[config.mk]
export PLATFORM = sky130hd
export DESIGN_NAME = q294_share_ctrl
export DESIGN_NICKNAME = d
export VERILOG_FILES = /design/src/rtl/q294_share_ctrl.sv
export SDC_FILE = /design/constraint.sdc
export NUM_CORES = 1
export LEC_CHECK = 0
export ABC_AREA = 1
export CORE_UTILIZATION = 50
export CTS_BUF_LIST = sky130_fd_sc_hd__clkbuf_16
export DETAILED_ROUTE_END_ITERATION = 8
export PLACE_DENSITY_LB_ADDON = 0.12
export SLEW_MARGIN = 20
export SYNTH_ARGS = -nofsm -noshare
export SYNTH_HDL_FRONTEND = slang
export SYNTH_SLANG_ARGS = --single-unit
[constraint.sdc]
create_clock -name i_clk -period 5.4 [get_ports i_clk]
set_input_delay 0.54 -clock i_clk [delete_from_list [all_inputs] [get_ports i_clk]]
set_output_delay 0.54 -clock i_clk [all_outputs]
set_load 0.03 [all_outputs]
[src/rtl/q294_share_ctrl.sv]
// q294_share_ctrl
//   Wraps a 3-share Q294 masked sbox stage. It accepts one unmasked nibble,
//   splits it into three Boolean shares using fresh LFSR randomness, and
//   drives those shares for one cycle. It then captures the registered
//   output shares returned by the stage, presents the recombined result and
//   holds it until the consumer accepts it.
//
// Ports
//   i_clk, i_rst              clock, asynchronous active-high reset
//   i_seed_load, i_seed       reseed the randomness LFSR (IDLE, no input offered)
//   i_in_valid, o_in_ready,   unmasked input nibble handshake
//   i_in_data
//   o_s_in1..3, o_s_r         shares and refresh bits to the Q294 stage
//   i_s_out1..3               shares returned by the stage (1-cycle latency)
//   o_out_valid, i_out_ready, result handshake; o_out_data is the recombined
//   o_out_data, o_out_sh1..3  value, o_out_sh* the raw captured shares
module q294_share_ctrl (
  input  logic        i_clk,
  input  logic        i_rst,
  input  logic        i_seed_load,
  input  logic [31:0] i_seed,
  input  logic        i_in_valid,
  output logic        o_in_ready,
  input  logic [3:0]  i_in_data,
  output logic [3:0]  o_s_in1,
  output logic [3:0]  o_s_in2,
  output logic [3:0]  o_s_in3,
  output logic [12:0] o_s_r,
  input  logic [3:0]  i_s_out1,
  input  logic [3:0]  i_s_out2,
  input  logic [3:0]  i_s_out3,
  output logic        o_out_valid,
  input  logic        i_out_ready,
  output logic [3:0]  o_out_data,
  output logic [3:0]  o_out_sh1,
  output logic [3:0]  o_out_sh2,
  output logic [3:0]  o_out_sh3
);

  localparam logic [31:0] LFSR_RST  = 32'hACE1_2468;
  // x^32 + x^22 + x^2 + x + 1, right-shifting Galois form
  localparam logic [31:0] LFSR_TAPS = 32'h8020_0003;

  typedef enum logic [1:0] {S_IDLE, S_ISSUE, S_CAPTURE, S_HOLD} state_t;

  state_t      r_state;
  logic [31:0] r_lfsr;
  logic        r_in_ready;
  logic [3:0]  r_s_in1, r_s_in2, r_s_in3;
  logic [12:0] r_s_r;
  logic        r_out_valid;
  logic [3:0]  r_out_data, r_out_sh1, r_out_sh2, r_out_sh3;

  logic [31:0] w_lfsr_next;
  logic [3:0]  w_m1, w_m2, w_s_in3;
  logic [12:0] w_rr;

  // 32 single Galois steps flattened into one combinational draw
  function automatic logic [31:0] f_lfsr_adv32(input logic [31:0] s);
    logic [31:0] v;
    v = s;
    for (int k = 0; k < 32; k++)
      v = v[0] ? ((v >> 1) ^ LFSR_TAPS) : (v >> 1);
    return v;
  endfunction

  assign w_lfsr_next = f_lfsr_adv32(r_lfsr);
  assign w_m1        = w_lfsr_next[3:0];
  assign w_m2        = w_lfsr_next[7:4];
  assign w_rr        = w_lfsr_next[20:8];
  // The only point where the unmasked nibble meets mask material. Masking
  // it with m1 first and registering the result keeps the stage inputs
  // glitch-free and means the raw nibble is never stored.
  assign w_s_in3     = (i_in_data ^ w_m1) ^ w_m2;

  always_ff @(posedge i_clk or posedge i_rst) begin
    if (i_rst) begin
      r_state     <= S_IDLE;
      r_lfsr      <= LFSR_RST;
      r_in_ready  <= 1'b1;
      r_s_in1     <= '0;
      r_s_in2     <= '0;
      r_s_in3     <= '0;
      r_s_r       <= '0;
      r_out_valid <= 1'b0;
      r_out_data  <= '0;
      r_out_sh1   <= '0;
      r_out_sh2   <= '0;
      r_out_sh3   <= '0;
    end else begin
      case (r_state)
        S_IDLE: begin
          if (i_in_valid) begin
            // an offered input wins over a same-cycle reseed
            r_lfsr     <= w_lfsr_next;
            r_s_in1    <= w_m1;
            r_s_in2    <= w_m2;
            r_s_in3    <= w_s_in3;
            r_s_r      <= w_rr;
            r_in_ready <= 1'b0;
            r_state    <= S_ISSUE;
          end else if (i_seed_load) begin
            // all-zero is the Galois lock-up state
            r_lfsr <= (i_seed == 32'd0) ? 32'h0000_0001 : i_seed;
          end
        end
        S_ISSUE: begin
          r_s_in1 <= '0;
          r_s_in2 <= '0;
          r_s_in3 <= '0;
          r_s_r   <= '0;
          r_state <= S_CAPTURE;
        end
        S_CAPTURE: begin
          // stage outputs now reflect the shares issued last cycle
          r_out_sh1   <= i_s_out1;
          r_out_sh2   <= i_s_out2;
          r_out_sh3   <= i_s_out3;
          r_out_data  <= i_s_out1 ^ i_s_out2 ^ i_s_out3;
          r_out_valid <= 1'b1;
          r_state     <= S_HOLD;
        end
        S_HOLD: begin
          if (i_out_ready) begin
            r_out_valid <= 1'b0;
            r_in_ready  <= 1'b1;
            r_state     <= S_IDLE;
          end
        end
        default: begin
          r_out_valid <= 1'b0;
          r_in_ready  <= 1'b1;
          r_state     <= S_IDLE;
        end
      endcase
    end
  end

  assign o_in_ready  = r_in_ready;
  assign o_s_in1     = r_s_in1;
  assign o_s_in2     = r_s_in2;
  assign o_s_in3     = r_s_in3;
  assign o_s_r       = r_s_r;
  assign o_out_valid = r_out_valid;
  assign o_out_data  = r_out_data;
  assign o_out_sh1   = r_out_sh1;
  assign o_out_sh2   = r_out_sh2;
  assign o_out_sh3   = r_out_sh3;

endmodule

==> results of run 1 <==
-- synthesized netlist by cell type, types with 2 or more instances --
cell,n,share of area (%)
nor4_1,7,0.86
nand2_4,11,2.4
inv_2,8,0.59
nand3_1,54,5.3
nand3b_1,3,0.44
inv_1,49,3.6
ha_1,4,0.98
xnor3_1,3,1.3
xor2_1,34,5.9
dfstp_2,14,7.2
or2_2,10,1.2
o21ai_0,27,2.7
nand2_2,39,4.8
buf_1,3,0.22
nor2_1,17,1.3
nand3_2,25,4.9
clkbuf_1,15,1.1
dfrtp_1,63,31
a22o_1,7,1.2
or2_1,2,0.25
a22oi_1,21,3.1
a21oi_1,43,4.2
o21ai_1,5,0.49
xnor2_1,9,1.6
nand3_4,5,1.7
nand2_1,135,10
-- routing by layer --
metal,up-vias,GRT usage (%),part of all wire [%]
li1,2304,-,-
met1,2399,34.3,39
met2,166,49.3,50
met3,54,6.44,5.7
met4,0,13.0,4.7
met5,-,0,0
-- cell usage in the layout, fill, tap and decap left out, types with 24 or more instances in the layout --
cell type / synthesis / final
nand2_1: 135 / 105
inv_1: 49 / 45
clkdlybuf4s50_1: 0 / 95
nand3_1: 54 / 24
nand3_4: 5 / 26
nand2_2: 39 / 40
nand3_2: 25 / 34
o21ai_0: 27 / 27
buf_4: 0 / 33
a21oi_1: 43 / 42
dfrtp_1: 63 / 62
nand2_4: 11 / 40
xor2_1: 34 / 34
-- state kept, by name, summed over array words and instances, names as in the netlist --
register	flops
o_s_in3	4
o_out_valid	1
o_out_sh1	4
o_s_in1	4
o_s_in2	4
o_out_data	4
o_out_sh2	4
r_state	2
o_out_sh3	4
o_s_r	13
r_lfsr	32
o_in_ready	1
-- how the worst min path moves through the flow --
stage / from / to / slack, ns / cells after the start
final: o_out_sh2[1] / o_out_sh2[1] / 0.47 / 2
after floorplan: r_lfsr[3] / r_lfsr[3] / 0.48 / 2
after CTS: o_out_sh2[0] / o_out_sh2[0] / 0.48 / 2
after global routing: o_out_sh1[1] / o_out_sh1[1] / 0.50 / 2
after global placement: o_out_sh2[3] / o_out_sh2[3] / 0.45 / 2
after detailed placement: o_out_sh3[1] / o_out_sh3[1] / 0.46 / 2
-- cell families (layout without fill, tap and decap cells) --
logic type      count (synthesis)  in the layout
simple gates                  310            310
compound gates                106            106
buf+inv                        78            204
flops                          77             77
xor+xnor                       47             47
fa+ha+maj                       4              4
-- stage by stage --
step	util, %	setup TNS (ns)	area [um2]	hold slack [ns]
floorplan	-	0	5080	0.482
finish	73.8	0	7250	0.473
CTS	66.9	0	6570	0.477
detailed placement	62.8	-0.0825	6160	0.461
global route	73.8	-2.36	7250	0.496
global placement	62.8	0	6160	0.453
-- worst max-delay path, delay by kind of cell, from the launching register on --
| family | cells | cell delay [ns] |
|---|---|---|
| compound gates | 2 | 0.21 |
| simple gates | 38 | 3.92 |
| buf+inv | 7 | 0.60 |
| flops | 1 | 0.46 |
-- area by class of cell --
type                       count  area (um2)  share of cell area (%)
tap                          133         166                    2.30
timing repair buffer         129        1220                    16.8
multi-input combinational    467        3380                    46.7
clock buffer                   9         225                    3.11
inverter                      59         234                    3.23
sequential                    77        1950                    26.8
clock inverter                 7        73.8                    1.02
-- repair_timing --
item                                    CTS  global route
hold endpoints to repair                  0             0
pin swaps                                 7            43
buffers inserted                          6            23
endpoints found under the setup margin    4            15
gates resized for setup                  14           108
==> metrics.txt, run 1 <==
status finished clean; r2r startpoint r_lfsr[0]; Syn Area/Cell 8.17 um2; post-synthesis adder-cell area fraction 0.985%; required time worst endpoint 5.61 ns; Ports 96; depth of the CTS H-tree 3; remaining global-route overflow 0; synth warn 0; GPL Wtd Cong 0.935; Via density 5.59; Final setup violation count 0; die width just over 100 um; PnR worst setup slack 0.0607 ns; Reg2Reg Setup Slack just over 0.06 ns; Worst R2R Path Depth 47; CP startpoint kind register; Final nets 800; CP max stage delay 0.46 ns; CORE AREA 9820 um2; hold buffer count at cts 0; Arr. time, crit path 5.55 ns; Mapped Area 5080 um2; CTS max path bufs 2; root buffer selected by CTS clkbuf_16; post-layout min period 5.34 ns; Final Skew 0.00733 ns; multiplexer share of the synthesized area 0%; Crit. Startpoint r_lfsr[0]; Die Footprint 10600 um2; initial DRC count ~230; via count around 4900; pins over their slew limit 0; register area share after synthesis 38.3%; Slew HR 27.4%; Clock Latency Late Sink 0.35 ns; # port buffers 95; Detail Placement HPWL 10700 um; EDFF count, synth 0; fin cells 881; RR Endpoint r_lfsr[0]; first-pass GRT wire length 22600 um; WL final 15800 um; Primary FF master, synth dfrtp_1; Worst path most repeated cell nand2_4; Simple-Gate Fraction of Synth Area 33.4%; Clock Sinks between 70 and 80; Worst Setup EP r_lfsr[0]; largest net degree at the start of global routing 78; remaining antenna violation count after routing 0; crit path capture type register; vias in the first global route 4522; All-Layer GR Usage roughly 29%; #FFs+latches synth 77; Mapped Cells slightly above 600; TritonCTS clock tree built; CTS Buf Count 9; DRT Pass-1 Iters 5; Routed wire per std cell 17.9 um; Slew @ Worst Pin between 1 and 1.5 ns; CP max FO 7; Die Span Y 103 um; RSZ-0062 raised after global routing yes; Row Count 36; Post-Place Worst Slack -0.0562 ns; final hold violation count 0; Final period util 98.9%; net count after synthesis just under 700; Max Freq 0.187 GHz; Synth Area in XOR/XNOR 9.23%; layout cell share with drive strength beyond 1 31.1%; total placed cells including tap cells 835; Remaining DRCs 0; Diodes inserted 0; post-synth cell types 35; clock slew at reported path FFs 0.06 ns; Synth Area in Compound Gates 12.1%; Initial Util 51.8%; Area Overhead vs Synth 42.6%; Max-Cap Viols 0; Hold WC Path Type reg -> reg; Fill cells 750; largest family of logic cells by synthesized area simple AND/OR/NAND/NOR gates; initial antenna violation count 0; Async S/R FF share, synth 100%; CP max-delay cell dfrtp_2; CP Class reg -> reg
Power of run 1 is left out: the tool's default activity adds up to more than one toggle a clock period on the data nets, which glitch-free logic cannot reach.
==> run 2: changes to the inputs <==
--- a/config.mk
+++ b/config.mk
@@ -10,4 +10,5 @@
 export CTS_BUF_LIST = sky130_fd_sc_hd__clkbuf_16
 export DETAILED_ROUTE_END_ITERATION = 8
+export DONT_BUFFER_PORTS = 1
 export PLACE_DENSITY_LB_ADDON = 0.12
 export SLEW_MARGIN = 20
==> constraint.sdc (replaced) <==
create_clock -name i_clk -period 5.4 [get_ports i_clk]
set_input_delay 1.08 -clock i_clk [delete_from_list [all_inputs] [get_ports i_clk]]
set_output_delay 1.08 -clock i_clk [all_outputs]
set_load 0.03 [all_outputs]
==> metrics.txt, run 2 (synthesized netlist as in run 1, its figures left out) <==
# port buffers 0 (-100%); pins over their slew limit 0 (unchanged); setup TNS 0 ns (unchanged); Initial Util 51.8% (unchanged); CP max FO 7 (unchanged); most frequent cells in the layout 110 x nand2_1, 62 x dfrtp_1, 48 x inv_1, 41 x a21oi_1; die width 103 um (unchanged); status finished clean; layout cell share with drive strength beyond 1 34.5% (+3.4 points); TritonCTS clock tree built; Slew @ Worst Pin 1.07 ns (-0.0166 ns); largest net degree at the start of global routing 52 (-33%); busiest grt layer met2; hold buffer count at cts 0 (unchanged); depth of the CTS H-tree 3 (unchanged); Arr. time, crit path 5.57 ns (+0.02 ns); met3 Track Usage GR 6.92% (+0.47 points); first-pass GRT wire length 21000 um (-7.0%); via count 4483 (-8.9%); CP max stage delay 0.47 ns (about the same); Worst path most repeated cell nand2_4; crit path capture type register; Remaining DRCs 0 (unchanged); DRT Pass-1 Iters 5 (unchanged); fin cells 785 (-11%); PnR worst setup slack 0.0273 ns (-0.0334 ns); Area Overhead vs Synth 24.7%; CP Class reg -> reg; required time worst endpoint 5.60 ns (about the same); remaining global-route overflow 0 (unchanged); clock slew at reported path FFs 0.06 ns (about the same); most common cell after layout, fill and taps aside nand2_1; WL final 14800 um (-6.6%); initial DRC count 260 (+15%); Ports 96 (unchanged); Placed Area 5220 um2 (-15%); final instance area 6340 um2 (-13%); Slew HR 28.7% (+1.3 points); Via density 5.71 (+2.2%); Post-Place Worst Slack -0.0914 ns (-0.0352 ns); final hold violation count 0 (unchanged); Max Freq 0.186 GHz (-0.62%); M1 GR Usage 32.9% (-1.4 points); Top reg by flops r_lfsr; Clock Sinks 77 (unchanged); vias in the first global route 4139 (-8.5%); All-Layer GR Usage 27.0% (-1.6 points); Max-Cap Viols 0 (unchanged); initial antenna violation count 0 (unchanged); RSZ-0062 raised after global routing yes; post-layout min period 5.37 ns (+0.0334 ns); root buffer selected by CTS clkbuf_16; Die Span Y 103 um (unchanged); Largest register FFs 32 (unchanged); Final period util 99.5% (+0.62 points); Die Footprint 10600 um2 (unchanged); CP max-delay cell dfrtp_2; CP startpoint kind register; Hold WC Path Type reg -> reg; total placed cells including tap cells 740 (-11%); CORE AREA 9820 um2 (unchanged); Final nets 704 (-12%); met2 GRT Util 45.5% (-3.7 points); Detail Placement HPWL 10200 um (-4.3%); Final setup violation count 0 (unchanged); CTS max path bufs 2 (unchanged); GPL Wtd Cong 0.935 (about the same); remaining antenna violation count after routing 0 (unchanged); Final Skew 0.00659 ns (-0.000732 ns); CTS Buf Count 9 (unchanged); Row Count 36 (unchanged); Clock Latency Late Sink 0.34 ns (about the same); Diodes inserted 0 (unchanged); Routed wire per std cell 18.8 um (+4.9%)
run 2: stage by stage:
stage / utilization (%) / hold WS, ns
floorplan: - / 0.482
global placement: 53.1 / 0.504
detailed placement: 53.1 / 0.517
CTS: 57.0 / 0.528
global route: 64.5 / 0.544
finish: 64.5 / 0.525
run 2: layout make-up:
cell class / count / area, um2
Fill cell: 847 / 3480
Multi-Input combinational cell: 467 / 3430
Sequential cell: 77 / 1950
Timing Repair Buffer: 33 / 248
Inverter: 59 / 239
Clock buffer: 9 / 225
Tap cell: 133 / 166
Clock inverter: 7 / 82.6
run 2: path summary, 6_finish.rpt:
kind / cells past startpoint / slack [ns] / endpoint / start
max in group asynchronous: 2 / 3.57 / r_lfsr[0] / i_rst
hold / removal: 2 / 0.53 / r_lfsr[29] / r_lfsr[29]
min in group asynchronous: 1 / 0.76 / o_s_in1[1] / i_rst
setup reg to reg: 42 / 0.03 / o_s_in3[0] / r_lfsr[0]
setup / recovery: 42 / 0.03 / o_s_in3[0] / r_lfsr[0]
hold reg to reg: 2 / 0.53 / r_lfsr[29] / r_lfsr[29]
run 2: timing repair:
action / 4_1_cts / 5_1_grt
setup endpoints to repair: 4 / 15
resized for setup: 7 / 116
pin swaps: 5 / 51
hold endpoints to repair: 0 / 0
buffers inserted: 6 / 23
run 2: routing by layer:
layer / routed length [um] / vias up
met3: 927 / 40
met4: 538 / 0
met1: 5990 / 2169
met5: 0 / -
li1: - / 2109
met2: 7300 / 165
run 2: worst max-delay path: cells and delay by family (launching register included):
| family | cells | cell delay (ns) |
|---|---|---|
| compound gates | 1 | 0.08 |
| xor+xnor | 2 | 0.47 |
| flops | 1 | 0.47 |
| buf+inv | 2 | 0.21 |
| simple gates | 37 | 3.99 |
Power of run 2 is left out for the same reason.
==> run 3: changes to the inputs <==
- TNS_END_PERCENT: not set -> 5
==> metrics.txt, run 3 (synthesized netlist as in run 1, its figures left out) <==
TritonCTS clock tree built; Clock Latency Late Sink 0.35 ns (about the same); first-pass GRT wire length 21000 um (unchanged); final hold violation count 0 (unchanged); Via density 5.74 (+0.48%); required time worst endpoint 5.60 ns (about the same); Fin Hold WS 0.526 ns (+0.000820 ns); Ports 96 (unchanged); Detail Placement HPWL 10200 um (unchanged); Die Footprint 10600 um2 (unchanged); most common cell after layout, fill and taps aside nand2_1; remaining global-route overflow 0 (unchanged); hold buffer count at cts 0 (unchanged); RSZ-0062 raised after global routing yes; remaining antenna violation count after routing 0 (unchanged); CP top delay family simple AND/OR/NAND/NOR gates; Final nets 699 (-0.71%); Die Span Y 103 um (unchanged); Top reg by flops r_lfsr; root buffer selected by CTS clkbuf_16; Final period util 99.1% (-0.37 points); Hold WC Path Type reg -> reg; Diodes inserted 0 (unchanged); CTS max path bufs 2 (unchanged); # port buffers 0 (unchanged); status finished clean; CTS Buf Count 9 (unchanged); M1 GR Usage 32.9% (unchanged); initial antenna violation count 0 (unchanged); Final setup violation count 0 (unchanged); DRT Pass-1 Iters 5 (unchanged); met3 Track Usage GR 6.92% (unchanged); Initial Util 51.8% (unchanged); vias in the first global route 4139 (unchanged); via count 4476 (-0.16%); CP max-delay cell dfrtp_2; pins over their slew limit 0 (unchanged); clock slew at reported path FFs 0.06 ns (about the same); All-Layer GR Usage 27.0% (unchanged); CP max stage delay 0.47 ns (about the same); Final Skew 0.00634 ns (-0.000254 ns); met2 GRT Util 45.5% (unchanged); Area Overhead vs Synth 21.7%; buffers and inverters on the worst path 3 (+1); Slew HR 27.8% (-0.86 points); Max-Cap Viols 0 (unchanged); GPL Wtd Cong 0.935 (unchanged); Remaining DRCs 0 (unchanged); CP startpoint kind register; post-layout min period 5.35 ns (-0.0202 ns); Worst path most repeated cell nand2_4; depth of the CTS H-tree 3 (unchanged); Slew @ Worst Pin 1.08 ns (+0.0129 ns); initial DRC count 241 (-7.3%); largest net degree at the start of global routing 52 (unchanged); most frequent cells in the layout 118 x nand2_1, 62 x dfrtp_1, 48 x inv_1, 41 x a21oi_1, 37 x nand2_2; busiest grt layer met2; CP max FO 7 (unchanged); setup TNS 0 ns (unchanged); CP Class reg -> reg; Row Count 36 (unchanged); die width 103 um (unchanged); crit path capture type register; Max Freq 0.187 GHz (+0.38%); CORE AREA 9820 um2 (unchanged); Routed wire per std cell 18.9 um (+0.55%); Largest register FFs 32 (unchanged); layout cell share with drive strength beyond 1 32.6% (-1.9 points); WL final 14700 um (about the same); Arr. time, crit path 5.56 ns (about the same); Clock Sinks 77 (unchanged)
## run 3: cell count changes in the layout (fill, tap and decap cells not counted), sizes merged
| cell | delta |
|---|---|
| buf | -5 |
## run 3: path summary, 6_finish.rpt
kind | to | slack, ns | cells after the start | start
setup / recovery | o_s_in3[0] | 0.05 | 44 | r_lfsr[0]
hold / removal | r_lfsr[29] | 0.53 | 2 | r_lfsr[29]
setup reg to reg | o_s_in3[0] | 0.05 | 44 | r_lfsr[0]
hold reg to reg | r_lfsr[29] | 0.53 | 2 | r_lfsr[29]
max in group asynchronous | r_lfsr[0] | 3.56 | 2 | i_rst
min in group asynchronous | o_s_in1[1] | 0.76 | 1 | i_rst
## run 3: what timing repair did
action	CTS	global route
gates resized for setup	7	91
endpoints found under the setup margin	4	15
endpoints found under the hold margin	0	0
buffers inserted	6	18
pin swaps	5	47
## run 3: area by class of cell
| type | instances | area [um2] |
|---|---|---|
| clock inverters | 7 | 82.6 |
| flip-flops and latches | 77 | 1950 |
| inverters | 59 | 231 |
| clock buffers | 9 | 225 |
| repair buffers | 28 | 210 |
| fillers | 870 | 3630 |
| well taps | 133 | 166 |
| multi-input cells | 467 | 3330 |
## run 3: stage by stage
step                      utilization (%)  cells  instance area, um2  setup WS, ns
after global placement               53.1    740                5220        0.0272
after floorplan                         -    622                5080         0.800
after detailed placement             53.1    740                5220       -0.0914
after global routing                 63.0    780                6190        -0.259
final                                63.0    780                6190        0.0474
after CTS                            57.0    762                5600       0.00746
## run 3: per-layer routing
metal  routed length, um  up-vias  part of all wire [%]
li1                    -     2097                     -
met1                5790     2163                    39
met2                7410      176                    50
met3                1060       40                   7.2
met4                 477        0                   3.2
met5                   0        -                     0
## run 3: worst min-delay path, stage by stage (launching register included)
cell	delay, ns
dfstp_2	0.38
nor2_1	0.09
a21oi_1	0.05
Power of run 3 is left out for the same reason.
==> edit 1, RTL diff (settings of run 1) <==
Re-encode `state_t` (4 states) as one-hot, 4 bits wide.
--- a/src/rtl/q294_share_ctrl.sv
+++ b/src/rtl/q294_share_ctrl.sv
@@ -41,7 +41,7 @@
   // x^32 + x^22 + x^2 + x + 1, right-shifting Galois form
   localparam logic [31:0] LFSR_TAPS = 32'h8020_0003;
 
-  typedef enum logic [1:0] {S_IDLE, S_ISSUE, S_CAPTURE, S_HOLD} state_t;
+  typedef enum logic [3:0] {S_IDLE = 4'b0001, S_ISSUE = 4'b0010, S_CAPTURE = 4'b0100, S_HOLD = 4'b1000} state_t;
 
   state_t      r_state;
   logic [31:0] r_lfsr;
Formal check against the unedited RTL: no difference found for any inputs over 4 cycles, from zero or initial values and one cycle with i_rst high; so few cycles prove little.
==> edit 1 against run 1 <==
Cell area up 1.6%. Setup slack worse by 0.058 ns. Area after synthesis grew 1.9%. Fmax is 1.1% lower. Routed wire length hardly changed. Sequential cell count increased by 2. Sequential share of layout area rose by 0.26 points.
Power is not shown: default switching activity piles up to over one toggle a cycle in this logic, so the estimate is an artifact.
==> edit 1: results <==
group,metric,value,unit
critical_path,crit_slowest_cell,"dfrtp_2",
clock_network,root_buffer,"clkbuf_16",
min_path,whs_path_depth,2,
finish,regMostFlops,"r_lfsr",
synth,synth-compound-area-share,0.114,
placement,place_area,0.00624,mm2
drt,drt_iter0_drc,308,
min_path,hp-class,"register to register",
global_routing,grt_pass1_wl,23.3,mm
synth,synth_xor_area_frac,0.101,
synth,yosys_most_used_dff,"dfrtp_1",
synth,muxShareOfSynthArea,0.0261,
synth,yosysSeqAreaShare,0.385,
synth,synth.area.top_cells,"dfrtp_1 31%, dfstp_2 7.6%, nand2_1 6.5%",
drt,via_per_inst,5.68,
finish,nets,753,
clock_network,cts_buffer_depth,2,
critical_path,worst-setup-path-type,"register to register",
synth,async_flop_share,1.00,
min_path,hold-path-endpoint,"o_in_ready$_DFFE_PP1P_",
finish,largest_reg_flops,32,
global_routing,grt_max_degree,50,
min_path,min_from,"o_in_ready$_DFFE_PP1P_",
critical_path,r2r-start,"r_lfsr[0]$_DFFE_PP0P_",
synth,synthDistinctLibCells,41,
critical_path,crit_family,"simple AND/OR/NAND/NOR gates",
synth,synth_common_cells,"89 x nand2_1, 64 x dfrtp_1, 59 x nand3_1",
critical_path,slowest_delay,0.48,ns
global_routing,grt_pass1_vias,4509,
critical_path,r2r_cells,46,
clock_network,clkTransAtPathRegs,0.06,ns
synth,synthAdderAreaFrac,0,
sta,worst_pin_slew,1.17,ns
drt,wl_per_cell,18.9,um
status,status,"complete, no violations",
critical_path,rrSetupSlack,0.003,ns
placement,post-dp-hpwl,10.9,mm
finish,final_layout_size_suffix_gt1_frac,0.336,
clock_network,cts_buffers,9,
global_routing,antenna_found_initial,0,
synth,synth_warnings,0,
sta,final.setup_skew,0.00511,ns
critical_path,path_max_fanout,7,
synth,syn_nets,636,
placement,gp_congestion,0.953,
global_routing,grtUsageTotal,0.278,
placement,port-buffer-count,95,
critical_path,crit_end,"o_s_in3[1]$_DFFE_PP0P_",
clock_network,clk_latency,0.35,ns
finish,antenna-diode-count,0,
sta,hold_violations,0,
drt,drtPass1Iterations,4,
-- edit 1: cell types whose count changed after synthesis, moves of 5 or more --
| cell | before | now |
|---|---|---|
| nand2_1 | 135 | 89 |
| nor2_1 | 17 | 11 |
| a21oi_1 | 43 | 29 |
| nand3_1 | 54 | 59 |
| mux2_2 | 0 | 12 |
| a2bb2oi_1 | 0 | 6 |
| nand2_4 | 11 | 16 |
-- edit 1: layer usage --
metal / share of wire / wire length, um / track usage
met1: 0.42 / 6690 / 0.362
met2: 0.50 / 7960 / 0.459
met3: 0.046 / 722 / 0.0623
met4: 0.027 / 431 / 0.0908
met5: 0 / 0 / 0
-- edit 1: stage by stage --
step | setup TNS (ns) | utilization | worst slack (ns) | hold slack, ns | std cells
6_report | 0 | 0.743 | 0.00255 | 0.482 | 838
5_1_grt | -2.57 | 0.743 | -0.289 | 0.503 | 838
4_1_cts | 0 | 0.660 | 0.00860 | 0.481 | 814
2_1_floorplan | 0 | - | 0.820 | 0.491 | 583
3_5_place_dp | -0.0540 | 0.630 | -0.0440 | 0.471 | 798
3_3_place_gp | 0 | 0.630 | 0.103 | 0.466 | 798
-- edit 1: worst reg2reg max path: cells and delay by family (launching register included) --
kind	cells	cell delay (ns)
DFF	1	0.48
xor gates and xnor gates	1	0.31
buffers and inverters	2	0.13
and+or+nand+nor	43	4.38
-- edit 1: cell type report --
cell class / instances / area, um2
multi-input combinational: 427 / 3490
fill: 731 / 2540
sequential: 79 / 2000
timing repair buffer: 125 / 1190
inverter: 58 / 233
clock buffer: 9 / 225
tap: 133 / 166
clock inverter: 7 / 66.3
-- edit 1: timing repair --
item | CTS | global route
pin swaps | 0 | 50
endpoints found under the setup margin | 2 | 13
setup buffers | 0 | 24
gates resized for setup | 1 | 124
==> edit 2, RTL diff (flow settings as in run 1) <==
Made on the original files. Make the reset (`i_rst`) synchronous in one clocked block. Comments in the files are not updated.
--- a/src/rtl/q294_share_ctrl.sv
+++ b/src/rtl/q294_share_ctrl.sv
@@ -73,7 +73,7 @@
   // glitch-free and means the raw nibble is never stored.
   assign w_s_in3     = (i_in_data ^ w_m1) ^ w_m2;
 
-  always_ff @(posedge i_clk or posedge i_rst) begin
+  always_ff @(posedge i_clk) begin
     if (i_rst) begin
       r_state     <= S_IDLE;
       r_lfsr      <= LFSR_RST;
Formal check against the unedited RTL: differs if i_rst is asserted again (counterexample within 4 cycles, from zero or initial values and one cycle with i_rst high); with i_rst held inactive, the same outputs for 4 cycles.
==> edit 2 against run 1 <==
Setup slack better by 0.43 ns. Cell area fell by 16%. Cell count fell by 5.6%. Routed wire length fell by 13%. Critical path type unchanged. Hold slack worse by 0.0077 ns. Sequential cell count unchanged. Highest routed layer unchanged. Sequential share of layout area is 1.4 points lower. Critical path depth shrank 16. Via count shrank 5.5%. Area after synthesis is 6.8% lower.
Power is not shown: default switching activity piles up to over one toggle a cycle in this logic, so the estimate is an artifact.
==> edit 2: results <==
group,metric,value,unit
status,status,"complete, no violations",
finish,largest_reg_flops,32,
clock_network,cts_resized,0,
sta,worst_slack,0.495,ns
critical_path,critPathArrivalTime,5.17,ns
synth,synthDistinctLibCells,39,
critical_path,crit_slowest_cell,"dfxtp_1",
finish,final_layout_size_suffix_gt1_frac,0.121,
drt,via_per_inst,5.59,
critical_path,path_max_fanout,6,
global_routing,grtUsageTotal,0.288,
global_routing,grtUsageMet1,0.355,
global_routing,met3_usage,0.0541,
min_path,hold-path-endpoint,"o_s_r[11]$_SDFFE_PP0P_",
sta,final.setup_skew,0.00776,ns
drt,wl_per_cell,16.5,um
critical_path,slowest_delay,0.50,ns
synth,synth.area.top_cells,"dfxtp_1 33%, nand2_1 11%, a21oi_1 7.2%",
sta,worst_pin_slew,0.794,ns
synth,syn_nets,690,
global_routing,use_met2,0.506,
global_routing,grt.overflow.total,0,
placement,place_area,0.00575,mm2
global_routing,grt_pass1_wl,22.1,mm
finish,multi_input_area,0.00291,mm2
drt,drtPass1Iterations,5,
critical_path,r2r_end,"o_s_in3[0]$_SDFFE_PP0P_",
critical_path,crit_family,"simple AND/OR/NAND/NOR gates",
synth,syn_inst,633,
synth,async_flop_share,0,
global_routing,grt_pass1_vias,4407,
critical_path,r2r-start,"r_lfsr[1]$_SDFFE_PP0P_",
finish,nets,773,
placement,dp.cells,816,
critical_path,r2r_cells,31,
placement,post-dp-hpwl,10.4,mm
drt,drt_iter0_drc,221,
global_routing,grt_max_degree,55,
min_path,min_from,"o_s_r[11]$_SDFFE_PP0P_",
finish,regMostFlops,"r_lfsr",
synth,yosys_most_used_dff,"dfxtp_1",
clock_network,postCtsSetupBuffers,0,
placement,dp_slack,0.450,ns
synth,yosysSeqAreaShare,0.326,
finish,nFillCells,786,
synth,synth_common_cells,"135 x nand2_1, 77 x dfxtp_1, 68 x a21oi_1",
placement,gp_congestion,0.944,
drt,vias,4650,
sta,holdWs,0.465,ns
## edit 2: changes by cell type in the layout (fill, tap and decap cells not counted), sizes merged, moves of 7 or more
cell and delta:
dfrtp -63, a221oi +10, a22oi -20, or2 -7, buf -27, nor2 +12, dfxtp +77, dfstp -14
a21oi +28, o21ai +11, inv -9, nand2 -21, a22o -7, nand3 -18
## edit 2: cells by family after synthesis
logic type | after synthesis | share of synthesized area
flops | 77 | 0.326
buf+inv | 78 | 0.0634
compound gates | 134 | 0.159
xor+xnor | 61 | 0.151
fa+ha+maj | 4 | 0.0106
simple gates | 279 | 0.290
## edit 2: area by class of cell
type | instances | share of cell area
Multi-Input combinational cell | 478 | 0.480
Sequential cell | 77 | 0.254
Timing Repair Buffer | 101 | 0.163
Clock buffer | 9 | 0.0372
Inverter | 49 | 0.0303
Tap cell | 111 | 0.0229
Clock inverter | 7 | 0.0122
## edit 2: metal layers
layer,wire length [um],vias to the layer above
li1,-,2282
met1,5960,2189
met2,6650,152
met3,730,27
met4,382,0
met5,0,-
